### src/rtl/mem_port_arbiter.sv
// Two-port (instruction fetch / data) arbiter onto one combinational-read, sync-write memory.
// Define ARB_PERF_CNT_EN to add the conflict_cnt / wait_cnt performance counters.
module mem_port_arbiter #(
   parameter int unsigned MAX_WAIT = 4,
   parameter int unsigned AW       = 16,
   parameter int unsigned DW       = 16
) (
   input  logic          clk,
   input  logic          rst,
   input  logic          if_valid,
   input  logic [AW-1:0] if_addr,
   output logic          if_ready,
   output logic          if_rsp_valid,
   output logic [DW-1:0] if_rdata,
   input  logic          d_valid,
   input  logic          d_we,
   input  logic [AW-1:0] d_addr,
   input  logic [DW-1:0] d_wdata,
   output logic          d_ready,
   output logic          d_rsp_valid,
   output logic [DW-1:0] d_rdata,
   output logic [AW-1:0] mem_addr,
   output logic [DW-1:0] mem_wdata,
   output logic          mem_we,
`ifdef ARB_PERF_CNT_EN
   output logic [15:0]   conflict_cnt,
   output logic [15:0]   wait_cnt,
`endif
   input  logic [DW-1:0] mem_rdata
);

   localparam logic [7:0] MaxWait = 8'(MAX_WAIT);

   typedef enum logic {StIdle, StAccess} state_e;

   state_e        r_state;
   logic          r_owner_d;
   logic [7:0]    r_starve;
   logic [AW-1:0] r_mem_addr;
   logic [DW-1:0] r_mem_wdata;
   logic          r_mem_we;
   logic          r_if_rsp_valid;
   logic          r_d_rsp_valid;
   logic [DW-1:0] r_if_rdata;
   logic [DW-1:0] r_d_rdata;
   logic          w_d_ready;
   logic          w_if_ready;

   // Data wins unless IF has been refused MAX_WAIT times in a row.
   always_comb begin
      w_d_ready  = 1'b0;
      w_if_ready = 1'b0;
      if (r_state == StIdle) begin
         w_d_ready  = d_valid & ~(if_valid & (r_starve == MaxWait));
         w_if_ready = if_valid & ~w_d_ready;
      end
   end

   always_ff @(posedge clk or posedge rst) begin
      if (rst) begin
         r_state        <= StIdle;
         r_owner_d      <= 1'b0;
         r_starve       <= '0;
         r_mem_addr     <= '0;
         r_mem_wdata    <= '0;
         r_mem_we       <= 1'b0;
         r_if_rsp_valid <= 1'b0;
         r_d_rsp_valid  <= 1'b0;
         r_if_rdata     <= '0;
         r_d_rdata      <= '0;
      end else begin
         r_if_rsp_valid <= 1'b0;
         r_d_rsp_valid  <= 1'b0;
         unique case (r_state)
            StIdle: begin
               if (w_if_ready) begin
                  r_starve <= '0;
               end else if (if_valid && r_starve != MaxWait) begin
                  r_starve <= r_starve + 8'd1;
               end
               if (w_d_ready) begin
                  r_owner_d   <= 1'b1;
                  r_mem_addr  <= d_addr;
                  r_mem_wdata <= d_wdata;
                  r_mem_we    <= d_we;
                  r_state     <= StAccess;
               end else if (w_if_ready) begin
                  r_owner_d  <= 1'b0;
                  r_mem_addr <= if_addr;
                  r_mem_we   <= 1'b0;
                  r_state    <= StAccess;
               end
            end
            StAccess: begin
               // r_mem_we doubles as the latched store flag for a data access.
               if (r_owner_d) begin
                  r_d_rsp_valid <= 1'b1;
                  if (!r_mem_we) r_d_rdata <= mem_rdata;
               end else begin
                  r_if_rsp_valid <= 1'b1;
                  r_if_rdata     <= mem_rdata;
               end
               r_mem_we <= 1'b0;
               r_state  <= StIdle;
            end
            default: r_state <= StIdle;
         endcase
      end
   end

   assign if_ready     = w_if_ready;
   assign d_ready      = w_d_ready;
   assign if_rsp_valid = r_if_rsp_valid;
   assign d_rsp_valid  = r_d_rsp_valid;
   assign if_rdata     = r_if_rdata;
   assign d_rdata      = r_d_rdata;
   assign mem_addr     = r_mem_addr;
   assign mem_wdata    = r_mem_wdata;
   assign mem_we       = r_mem_we;

`ifdef ARB_PERF_CNT_EN
   logic [15:0] r_conflict_cnt;
   logic [15:0] r_wait_cnt;

   // wait_cnt includes ACCESS cycles: IF is refused whenever it is valid but not ready.
   always_ff @(posedge clk or posedge rst) begin
      if (rst) begin
         r_conflict_cnt <= '0;
         r_wait_cnt     <= '0;
      end else begin
         if (r_state == StIdle && if_valid && d_valid && r_conflict_cnt != 16'hFFFF)
            r_conflict_cnt <= r_conflict_cnt + 16'd1;
         if (if_valid && !w_if_ready && r_wait_cnt != 16'hFFFF)
            r_wait_cnt <= r_wait_cnt + 16'd1;
      end
   end

   assign conflict_cnt = r_conflict_cnt;
   assign wait_cnt     = r_wait_cnt;
`endif

endmodule

### config.mk
export PLATFORM = sky130hd
export DESIGN_NAME = mem_port_arbiter
export DESIGN_NICKNAME = d
export VERILOG_FILES = /design/src/rtl/mem_port_arbiter.sv
export SDC_FILE = /design/constraint.sdc
export NUM_CORES = 1
export LEC_CHECK = 0
export BUFFER_PORTS_ARGS = -buffer_cell sky130_fd_sc_hd__buf_2
export CORE_ASPECT_RATIO = 0.6
export CORE_MARGIN = 10
export CORE_UTILIZATION = 47
export CTS_CLUSTER_SIZE = 25
export DETAILED_ROUTE_END_ITERATION = 8
export GPL_ROUTABILITY_DRIVEN = 1
export PLACE_DENSITY = 0.79
export SLEW_MARGIN = 20
export SYNTH_ARGS = -nofsm -noshare
export SYNTH_HDL_FRONTEND = slang
export SYNTH_SLANG_ARGS = --single-unit
### constraint.sdc
create_clock -name clk -period 2.55 [get_ports clk]
set_input_delay 0 -clock clk [delete_from_list [all_inputs] [get_ports clk]]
set_output_delay 0 -clock clk [all_outputs]
set_load 0.01 [all_outputs]
* After elaboration in Yosys (flattened, before gate mapping)
Cells that the tools add are included.
** Operators by class
- Add/sub/neg operators :: 1
- Equal/unequal tests :: 3
- Muxes and demuxes :: 17
- Bitwise operators :: 8
- Reduce and logical (&&, ||, !) cells :: 8
** Operators by type and width (count)
- 16-bit two-way mux :: 2
- 8-bit two-way mux :: 2
- 1-bit two-way mux :: 11
- 8-bit by 1-bit adder with 8-bit output, second input constant :: 1
- 8-bit by 3-bit equality test with 1-bit output, second input constant :: 1
- 8-bit by 3-bit inequality test with 1-bit output, second input constant :: 1
- 2-bit AND reduction :: 4
- 1-bit NOT :: 5
- 1-bit case mux with 2 select lines :: 2
- 2-bit nonzero test :: 2
- 1-bit AND :: 3
- 3-bit inequality test, second input constant :: 1
- 3-bit AND reduction :: 1
- 1-bit logical AND :: 1
** Storage, ports and cells
- Flip-flop bits (word level) :: 77
- Bits of input ports :: 69
- Output and inout port bits :: 69
- Logic and storage cells :: 47

* Depth between registers and ports, before layout
Gate-level depths: netlist (run 1).
- Depth in word-level cells :: 10
- Mapped depth :: 8
- Mapped depth without buffers :: 6

* Worst setup path before layout (run 1)
OpenSTA, ideal clock, no wires.
- Path type :: reg-to-reg
- Start point :: register r_starve[3]
- End point :: register r_mem_addr[0], in the netlist mem_addr[0]
- Library setup time :: 0.126 ns
- Data arrival time :: 1.946 ns
- Data required time :: 2.424 ns
- Slack :: 0.478 ns
- Stages on the path, launching flop included :: 6
- Path buffers :: 1
- Clock period less this slack :: 2.072 ns
- Cell sequence :: dfrtp_1 -> or4b_4 -> o41ai_4 -> nor2_4 -> buf_6 -> a221o_1
** Between the ends
- Elaborated cells between the ends (all ways) :: 11
- Those cells by class :: eq/ne (1); mux (3); bitwise (5); reduce/logical (2)
** RTL lines
- start, declared :: line 38 : logic [7:0] r_starve;
- start signal, assigned :: line 79 : r_starve <= r_starve + 8'd1;
- 8-bit by 3-bit equality test with 1-bit output (*) :: line 54 : w_d_ready = d_valid & ~(if_valid & (r_starve == MaxWait));
- 1-bit AND (*) :: line 54
- 1-bit NOT (*) :: line 54
- 1-bit AND (*) :: line 54
- 1-bit two-way mux (*) :: line 53 : if (r_state == StIdle) begin
- via d_ready :: line 19 : output logic d_ready,
- 2-bit nonzero test (no source line)
- 2-bit AND reduction (no source line)
- end signal, assigned :: line 83 : r_mem_addr <= d_addr;
- end signal, assigned :: line 89 : r_mem_addr <= if_addr;
- end, declared :: line 39 : logic [AW-1:0] r_mem_addr;
Mark *: on every way through the listed nets, which the timed path passes. The rest lies on a longest branch.
A chain may end at the register's enable or synchronous reset.

* Final worst setup path (run 1)
- Start point :: register r_starve[3]
- End point :: output if_ready
** Between the ends
- Longest elaborated chain between the ends :: 7
** Ends and longest elaborated chain
- 8-bit by 3-bit equality test with 1-bit output :: line 54
- 1-bit AND :: line 54
- 1-bit NOT :: line 54
- 1-bit AND :: line 54
- 1-bit NOT :: line 55 : w_if_ready = if_valid & ~w_d_ready;
- 1-bit AND :: line 55
- 1-bit two-way mux :: line 53
- end, declared :: line 12 : output logic if_ready,
No other way between the ends.

==> flow_summary.rst, run 1 <==
.. list-table::
   :header-rows: 1

   * - Metric
     - Value
   * - Number of distinct library cell variants in the gate-level netlist after synthesis
     - 29
   * - Highest achievable clock rate
     - 0.421 GHz
   * - Overall track demand over capacity in global routing
     - 19.3%
   * - Clock period minus final worst setup slack
     - 2.37 ns
   * - Warning count from the yosys run
     - 0
   * - Fraction of the mapped netlist area in adder cells
     - 0.792%
   * - Number of ports placed on the die boundary
     - 138
   * - Vias after detailed routing
     - 2,660
   * - Crit path arrival time
     - 2.37 ns
   * - Register area
     - 1930 um2
   * - Diodes inserted
     - 0
   * - Worst min path class
     - in2reg
   * - Die Span X
     - 126 um
   * - Core area
     - 6590 um2
   * - Final Max Slew Viols
     - 0
   * - Number of storage elements in the synthesis netlist
     - 77
   * - Result of the run
     - complete, no violations
   * - Port Buf Inserts
     - 137
   * - Unrepaired setup endpoints after global routing
     - false
   * - Capturing element type of the critical path
     - output port
   * - Clk Latency, worst-skew pair
     - 0.36 ns
   * - Maximum number of pins on one net before global-route repair
     - 41
   * - Post-synthesis average cell area
     - 14.0 um2
   * - Share of synthesized area spent on multiplexers
     - 17.1%
   * - WP data required
     - 2.55 ns
   * - Detailed-route DRC error count
     - 0
   * - Mapped Nets
     - 296
   * - Number of CTS-inserted buffers
     - 9
   * - Max-slew headroom at the worst pin
     - 40.2%
   * - Number of violations reported at the end of detailed-routing iteration 0
     - 143
   * - Global route total overflow
     - 0
   * - Xor/xnor share of the synthesized area
     - 0.555%
   * - Via count of the first global-routing pass
     - 2,906
   * - 1st-pass router iterations
     - 4
   * - Number of buffers on the longest clock path
     - 2
   * - Htree depth
     - 3
   * - Compound-cell area share of the yosys netlist
     - 8.32%
   * - HPWL after detailed placement
     - 6250 um
   * - Post-route clock period utilization
     - 93.1%
   * - Fraction of final layout cells sized beyond drive strength 1
     - 48.3%
   * - P per Cell Area
     - 783 nW/um2
   * - Number of rows created at floorplan
     - 23
   * - Post-CTS Setup Repair Bufs
     - 0
   * - Post-layout net count
     - 503
   * - Combinational family with the most area after synthesis
     - multiplexers
   * - Final instance area
     - 4760 um2
   * - Routed len/inst
     - 18.7 um
   * - Sequential-to-total area share from yosys stat
     - 61.0%
   * - Antenna violation net count after detailed routing
     - 0
   * - Footprint of the multi-input gates
     - 1120 um2
   * - LEAKAGE
     - 0.00230 uW
   * - Routed wire length
     - 9820 um
   * - Sinks on the clock net
     - 77
   * - Global-route wire length before repair
     - 16,200 um
   * - Cells after synthesis
     - 225
   * - Maximum vdd ir drop
     - 0.620 mV
   * - Max FO, Critical Path
     - 19
   * - Worst setup slack for register-to-register paths
     - 0.42 ns
   * - Syn Std Cell Area
     - 3160 um2
   * - Fillers
     - 458
   * - Mean number of vias per cell
     - 5.08
   * - Simple-gate area share of the yosys netlist
     - 8.76%
   * - Standard cell area after detailed placement
     - 3920 um2
   * - Clock transition at path regs
     - 0.08 ns
   * - RePlAce Congestion
     - 0.831
   * - Die outline area
     - 10,500 um2
   * - TNS Setup
     - 0 ns
   * - Category of the most critical setup path
     - reg2out
   * - Post-route core utilization
     - 72.2%
   * - Total of endpoints with negative setup slack in the final report
     - 0
   * - Transition time at the pin with the least slew margin
     - 0.895 ns
   * - Worst Setup Start Kind
     - register
   * - Root buffer cell
     - sky130_fd_sc_hd__clkbuf_8
   * - Max Clock Skew
     - 0.0112 ns
   * - Area Overhead vs Synth
     - 50.7%
   * - Height of the chip
     - 83.5 um
   * - Starting density of the core
     - 47.9%
   * - Max_cap viols
     - 0
   * - Antenna violations before repair
     - 0
   * - Number of endpoints with negative hold slack in the final report
     - 0
   * - TritonCTS clock tree
     - built
flip-flops by register name (all words and copies together) (netlist names):
name / count
mem_wdata: 16
mem_addr: 16
d_rdata: 16
if_rsp_valid: 1
mem_we: 1
r_owner_d: 1
r_state: 1
d_rsp_valid: 1
r_starve: 8
if_rdata: 16
synth_stat cells:
library cell               instances  area [um2]
sky130_fd_sc_hd__nor2_1            3        11.3
sky130_fd_sc_hd__nor2_4            1        11.3
sky130_fd_sc_hd__buf_6             4        45.0
sky130_fd_sc_hd__buf_1             2        7.51
sky130_fd_sc_hd__o41ai_4           1        27.5
sky130_fd_sc_hd__or3_2             1        7.51
sky130_fd_sc_hd__a221o_1          16         160
sky130_fd_sc_hd__buf_8             1        15.0
sky130_fd_sc_hd__nor4_1            1        6.26
sky130_fd_sc_hd__nor2b_1           2        12.5
sky130_fd_sc_hd__xnor2_1           2        17.5
sky130_fd_sc_hd__inv_1             6        22.5
sky130_fd_sc_hd__nor3_1            4        20.0
sky130_fd_sc_hd__ha_1              2        25.0
sky130_fd_sc_hd__a21o_1            2        15.0
sky130_fd_sc_hd__or2_2             1        6.26
sky130_fd_sc_hd__dfrtp_1          77        1930
sky130_fd_sc_hd__o22ai_1           1        6.26
sky130_fd_sc_hd__a21oi_1           3        15.0
sky130_fd_sc_hd__nand2b_1          3        18.8
sky130_fd_sc_hd__or4_1             1        7.51
sky130_fd_sc_hd__nand2_1           9        33.8
sky130_fd_sc_hd__a21o_2            1        8.76
sky130_fd_sc_hd__or4b_4            1        13.8
sky130_fd_sc_hd__clkbuf_1          5        18.8
sky130_fd_sc_hd__mux2_2           48         541
sky130_fd_sc_hd__o21ai_0           6        30.0
sky130_fd_sc_hd__and2_1           18         113
sky130_fd_sc_hd__nand3_1           3        15.0
where the power goes:
part | internal, uW | total [uW] | switching, uW | leakage [uW]
clock | 406 | 850 | 444 | 0.0000857
sequential | 1540 | 1720 | 185 | 0.000921
combinational | 597 | 1150 | 554 | 0.00129
total | 2540 | 3720 | 1180 | 0.00230
cell families (layout without fill, tap and decap cells):
family,Yosys count,in the layout
flip-flops,77,77
XOR/XNOR,2,2
AO/OA/AOI/OAI,30,30
buffers and inverters,18,230
multiplexers,48,48
adder cells (fa/ha/maj),2,2
AND/OR/NAND/NOR,48,48
repair_timing:
item	4_1_cts	5_1_grt
resized for setup	0	1
hold buffers	66	0
hold endpoints to repair	102	0
endpoints found under the setup margin	0	1
worst max-delay path, cell delays in order (launching register included):
cell	delay [ns]
sky130_fd_sc_hd__dfrtp_1	0.43
sky130_fd_sc_hd__or4b_4	0.57
sky130_fd_sc_hd__o41ai_4	0.30
sky130_fd_sc_hd__buf_4	0.22
sky130_fd_sc_hd__and2_1	0.14
sky130_fd_sc_hd__buf_6	0.19
sky130_fd_sc_hd__buf_2	0.17
area by class of cell:
class	count	share of cell area, %
clock buffer	13	3.34
clock inverter	3	0.421
inverter	6	0.473
multi-input combinational	130	23.6
sequential	77	40.5
tap	87	2.29
timing repair buffer	208	29.4
per-layer routing:
layer,track usage (%),routed length (um),share of wire (%)
met1,23.2,4220,43
met2,30.4,4430,45
met3,9.14,1060,11
met4,5.05,104,1.1
met5,0,0,0
path summary, 6_finish.rpt:
path	cells after the start	endpoint	start
max	6	if_ready	r_starve[3]
min	4	r_starve[2]	d_valid
max reg2reg	6	mem_wdata[6]	r_starve[0]
min reg2reg	1	d_rdata[8]	d_rdata[8]
max in group asynchronous	4	mem_addr[11]	rst
min in group asynchronous	3	if_rdata[7]	rst
layout by cell type, fill, tap and decap left out, types with 2 or more instances in the layout:
cell type | Yosys | layout
sky130_fd_sc_hd__o21ai_0 | 6 | 6
sky130_fd_sc_hd__clkbuf_8 | 0 | 11
sky130_fd_sc_hd__inv_1 | 6 | 5
sky130_fd_sc_hd__mux2_2 | 48 | 48
sky130_fd_sc_hd__nor2_1 | 3 | 3
sky130_fd_sc_hd__buf_4 | 0 | 3
sky130_fd_sc_hd__a221o_1 | 16 | 16
sky130_fd_sc_hd__nand2b_1 | 3 | 3
sky130_fd_sc_hd__nand2_1 | 9 | 9
sky130_fd_sc_hd__dlygate4sd3_1 | 0 | 66
sky130_fd_sc_hd__nor3_1 | 4 | 4
sky130_fd_sc_hd__dfrtp_1 | 77 | 77
sky130_fd_sc_hd__nor2b_1 | 2 | 2
sky130_fd_sc_hd__a21oi_1 | 3 | 3
sky130_fd_sc_hd__a21o_1 | 2 | 2
sky130_fd_sc_hd__clkbuf_1 | 5 | 2
sky130_fd_sc_hd__ha_1 | 2 | 2
sky130_fd_sc_hd__xnor2_1 | 2 | 2
sky130_fd_sc_hd__and2_1 | 18 | 18
sky130_fd_sc_hd__clkinvlp_4 | 0 | 2
sky130_fd_sc_hd__buf_2 | 0 | 137
sky130_fd_sc_hd__nand3_1 | 3 | 3
per-stage QoR:
step           worst slack [ns]  hold WS [ns]  cells  total power (uW)
3_5_place_dp              0.413         0.210    442              2810
5_1_grt                  0.0314        0.0406    524              3970
6_report                  0.176        0.0440    524              3720
4_1_cts                   0.101        0.0228    524              3750
2_1_floorplan             0.478         0.145    225              2310
3_3_place_gp              0.474         0.202    442              2760
(Power assumes the default switching activity.)
==> run 2, diff against run 1 <==
--- a/config.mk
+++ b/config.mk
@@ -13,6 +13,7 @@
 export DETAILED_ROUTE_END_ITERATION = 8
 export GPL_ROUTABILITY_DRIVEN = 1
 export PLACE_DENSITY = 0.79
+export RECOVER_POWER = 100
 export SLEW_MARGIN = 20
 export SYNTH_ARGS = -nofsm -noshare
 export SYNTH_HDL_FRONTEND = slang
==> run 2 against run 1 <==
Sequential share of layout area is 0.80 points higher. Sequential cell count is the same. Non-clock buffer count is the same. Largest cell class unchanged. Via count grew 0.45%. Combinational power is 8% lower. Core utilization shrank 1.4 points. Critical path type unchanged. Power decreased by 2.1%. Die area stayed put. Critical path depth unchanged.
==> flow_summary.rst, run 2 (synthesis gave the netlist of run 1 again) <==
.. list-table::
   :header-rows: 1

   * - Metric
     - Value
   * - Max Clock Skew
     - 0.0107 ns (-0.000535 ns)
   * - Routed wire length
     - 9790 um (-0.26%)
   * - Commonest cells after routing, fill and taps aside
     - sky130_fd_sc_hd__dfrtp_1 (77), sky130_fd_sc_hd__clkbuf_1 (72), sky130_fd_sc_hd__buf_2 (68), sky130_fd_sc_hd__dlygate4sd3_1 (66), sky130_fd_sc_hd__mux2_2 (47)
   * - Worst Setup Slack, final
     - 0.181 ns (+0.00507 ns)
   * - Footprint of the multi-input gates
     - 1120 um2 (unchanged)
   * - Fillers
     - 509 (+11%)
   * - Number of ports placed on the die boundary
     - 138 (unchanged)
   * - Detailed-route DRC error count
     - 0 (unchanged)
   * - Pwr Total
     - 3650 uW (-2.1%)
   * - Die outline area
     - 10,500 um2 (unchanged)
   * - Pre-CTS setup slack
     - 0.413 ns (unchanged)
   * - Category of the most critical setup path
     - reg2out
   * - Number of buffers on the longest clock path
     - 2 (unchanged)
   * - Die Span X
     - 126 um (unchanged)
   * - Global route total overflow
     - 0 (unchanged)
   * - Worst min path class
     - in2reg
   * - WP data required
     - 2.55 ns (about the same)
   * - Unrepaired setup endpoints after global routing
     - false
   * - Cell at the slowest stage of the critical path
     - sky130_fd_sc_hd__or4b_4
   * - Vias after detailed routing
     - 2,672 (+0.45%)
   * - Transition time at the pin with the least slew margin
     - 1.45 ns (+0.558 ns)
   * - Post-CTS Setup Repair Bufs
     - 0 (unchanged)
   * - Port Buf Inserts
     - 137 (unchanged)
   * - Max_cap viols
     - 0 (unchanged)
   * - Antenna violations before repair
     - 0 (unchanged)
   * - Mean number of vias per cell
     - 5.10 (+0.45%)
   * - Number of endpoints with negative hold slack in the final report
     - 0 (unchanged)
   * - Htree depth
     - 3 (unchanged)
   * - TNS Setup
     - 0 ns (unchanged)
   * - Total of endpoints with negative setup slack in the final report
     - 0 (unchanged)
   * - Via count of the first global-routing pass
     - 2,906 (unchanged)
   * - Root buffer cell
     - sky130_fd_sc_hd__clkbuf_8
   * - Number of rows created at floorplan
     - 23 (unchanged)
   * - CP top delay family
     - simple AND/OR/NAND/NOR gates
   * - Max-slew headroom at the worst pin
     - 2.97% (-37 points)
   * - 1st-pass router iterations
     - 4 (unchanged)
   * - Post-route core utilization
     - 70.8% (-1.4 points)
   * - Height of the chip
     - 83.5 um (unchanged)
   * - Number of violations reported at the end of detailed-routing iteration 0
     - 168 (+17%)
   * - Register area
     - 1930 um2 (unchanged)
   * - Ordered list of cells on the worst path
     - or4b_4 > o41ai_4 > buf_4 > and2_1 > buf_6 > clkbuf_2
   * - Fraction of final layout cells sized beyond drive strength 1
     - 31.6% (-17 points)
   * - Worst Setup Start Kind
     - register
   * - Max FO, Critical Path
     - 19 (unchanged)
   * - Worst-case hold slack
     - 0.0474 ns (+0.00346 ns)
   * - Overall track demand over capacity in global routing
     - 19.3% (unchanged)
   * - Highest achievable clock rate
     - 0.422 GHz (+0.21%)
   * - Routed len/inst
     - 18.7 um (-0.26%)
   * - Area Overhead vs Synth
     - 47.8%
   * - Maximum number of pins on one net before global-route repair
     - 41 (unchanged)
   * - Starting density of the core
     - 47.9% (unchanged)
   * - Capturing element type of the critical path
     - output port
   * - RePlAce Congestion
     - 0.831 (unchanged)
   * - Antenna violation net count after detailed routing
     - 0 (unchanged)
   * - Diodes inserted
     - 0 (unchanged)
   * - Sinks on the clock net
     - 77 (unchanged)
   * - Number of CTS-inserted buffers
     - 9 (unchanged)
   * - Most common cell after layout, fill and taps aside
     - sky130_fd_sc_hd__dfrtp_1
   * - Result of the run
     - complete, no violations
   * - Clock period minus final worst setup slack
     - 2.37 ns (-0.00507 ns)
   * - LEAKAGE
     - 0.00209 uW (-9.0%)
   * - Post-layout net count
     - 503 (unchanged)
   * - HPWL after detailed placement
     - 6250 um (unchanged)
   * - Crit path arrival time
     - 2.37 ns (about the same)
   * - Maximum vdd ir drop
     - 0.606 mV (-2.3%)
   * - Final Max Slew Viols
     - 0 (unchanged)
   * - Number of buffers and inverters on the critical path
     - 3 (unchanged)
   * - Maximum cell stage delay along the critical path
     - 0.57 ns (about the same)
   * - Global-route wire length before repair
     - 16,200 um (unchanged)
   * - Post-route clock period utilization
     - 92.9% (-0.20 points)
   * - Clk Latency, worst-skew pair
     - 0.35 ns (about the same)
   * - Core area
     - 6590 um2 (unchanged)
   * - Clock transition at path regs
     - 0.08 ns (about the same)
   * - P per Cell Area
     - 781 nW/um2 (-0.17%)
   * - TritonCTS clock tree
     - built
-- run 2: changes by cell type in the layout (fill, tap and decap cells not counted), sizes merged --
cell,change
buf,-71
clkbuf,+71
-- run 2: worst paths after layout --
kind | start | end | slack (ns) | cells after the start
worst max-delay path | r_starve[3] | if_ready | 0.18 | 6
worst min-delay path | d_valid | r_starve[2] | 0.05 | 4
worst max register to register | r_starve[0] | mem_wdata[6] | 0.40 | 6
worst min register to register | d_rdata[8] | d_rdata[8] | 0.51 | 1
max in group asynchronous | rst | mem_wdata[12] | 1.03 | 4
min in group asynchronous | rst | if_rdata[7] | 0.64 | 3
-- run 2: layout make-up --
class                           instances  share of cell area, %
Clock inverter                          3                  0.429
Multi-Input combinational cell        130                   24.0
Inverter                                6                  0.483
Clock buffer                           13                   3.40
Timing Repair Buffer                  208                   28.0
Sequential cell                        77                   41.3
Tap cell                               87                   2.33
-- run 2: where the power goes --
| group | switching (uW) | internal [uW] | total [uW] | leakage (uW) |
|---|---|---|---|---|
| clock network | 443 | 406 | 849 | 0.0000857 |
| registers | 192 | 1540 | 1730 | 0.000921 |
| logic | 554 | 511 | 1060 | 0.00108 |
| total | 1190 | 2460 | 3650 | 0.00209 |
-- run 2: per-stage QoR --
step | area [um2] | std cells
final | 4670 | 524
after global routing | 4670 | 524
after CTS | 4760 | 524
after detailed placement | 3920 | 442
after global placement | 3920 | 442
after floorplan | 3160 | 225
-- run 2: what timing repair did --
| action | 4_1_cts | 5_1_grt |
|---|---|---|
| hold endpoints to repair | 102 | 0 |
| hold buffers | 66 | 0 |
| setup endpoints to repair | 0 | 1 |
| resized for setup | 0 | 1 |
-- run 2: worst register-to-register path, cell delays in order (launching register included) --
cell and delay, ns:
sky130_fd_sc_hd__dfrtp_1 0.41, sky130_fd_sc_hd__inv_1 0.09, sky130_fd_sc_hd__ha_1 0.19, sky130_fd_sc_hd__nand2_1 0.11, sky130_fd_sc_hd__o41ai_4 0.10, sky130_fd_sc_hd__nor2_4 0.70, sky130_fd_sc_hd__mux2_2 0.44
-- run 2: layer usage --
metal	wire, um	global-route usage [%]	up-vias	share of wire, %
met5	0	0	-	0
met3	953	9.14	9	9.7
li1	-	-	1223	-
met1	4330	23.2	1305	44
met4	104	5.05	0	1.1
met2	4400	30.4	135	45
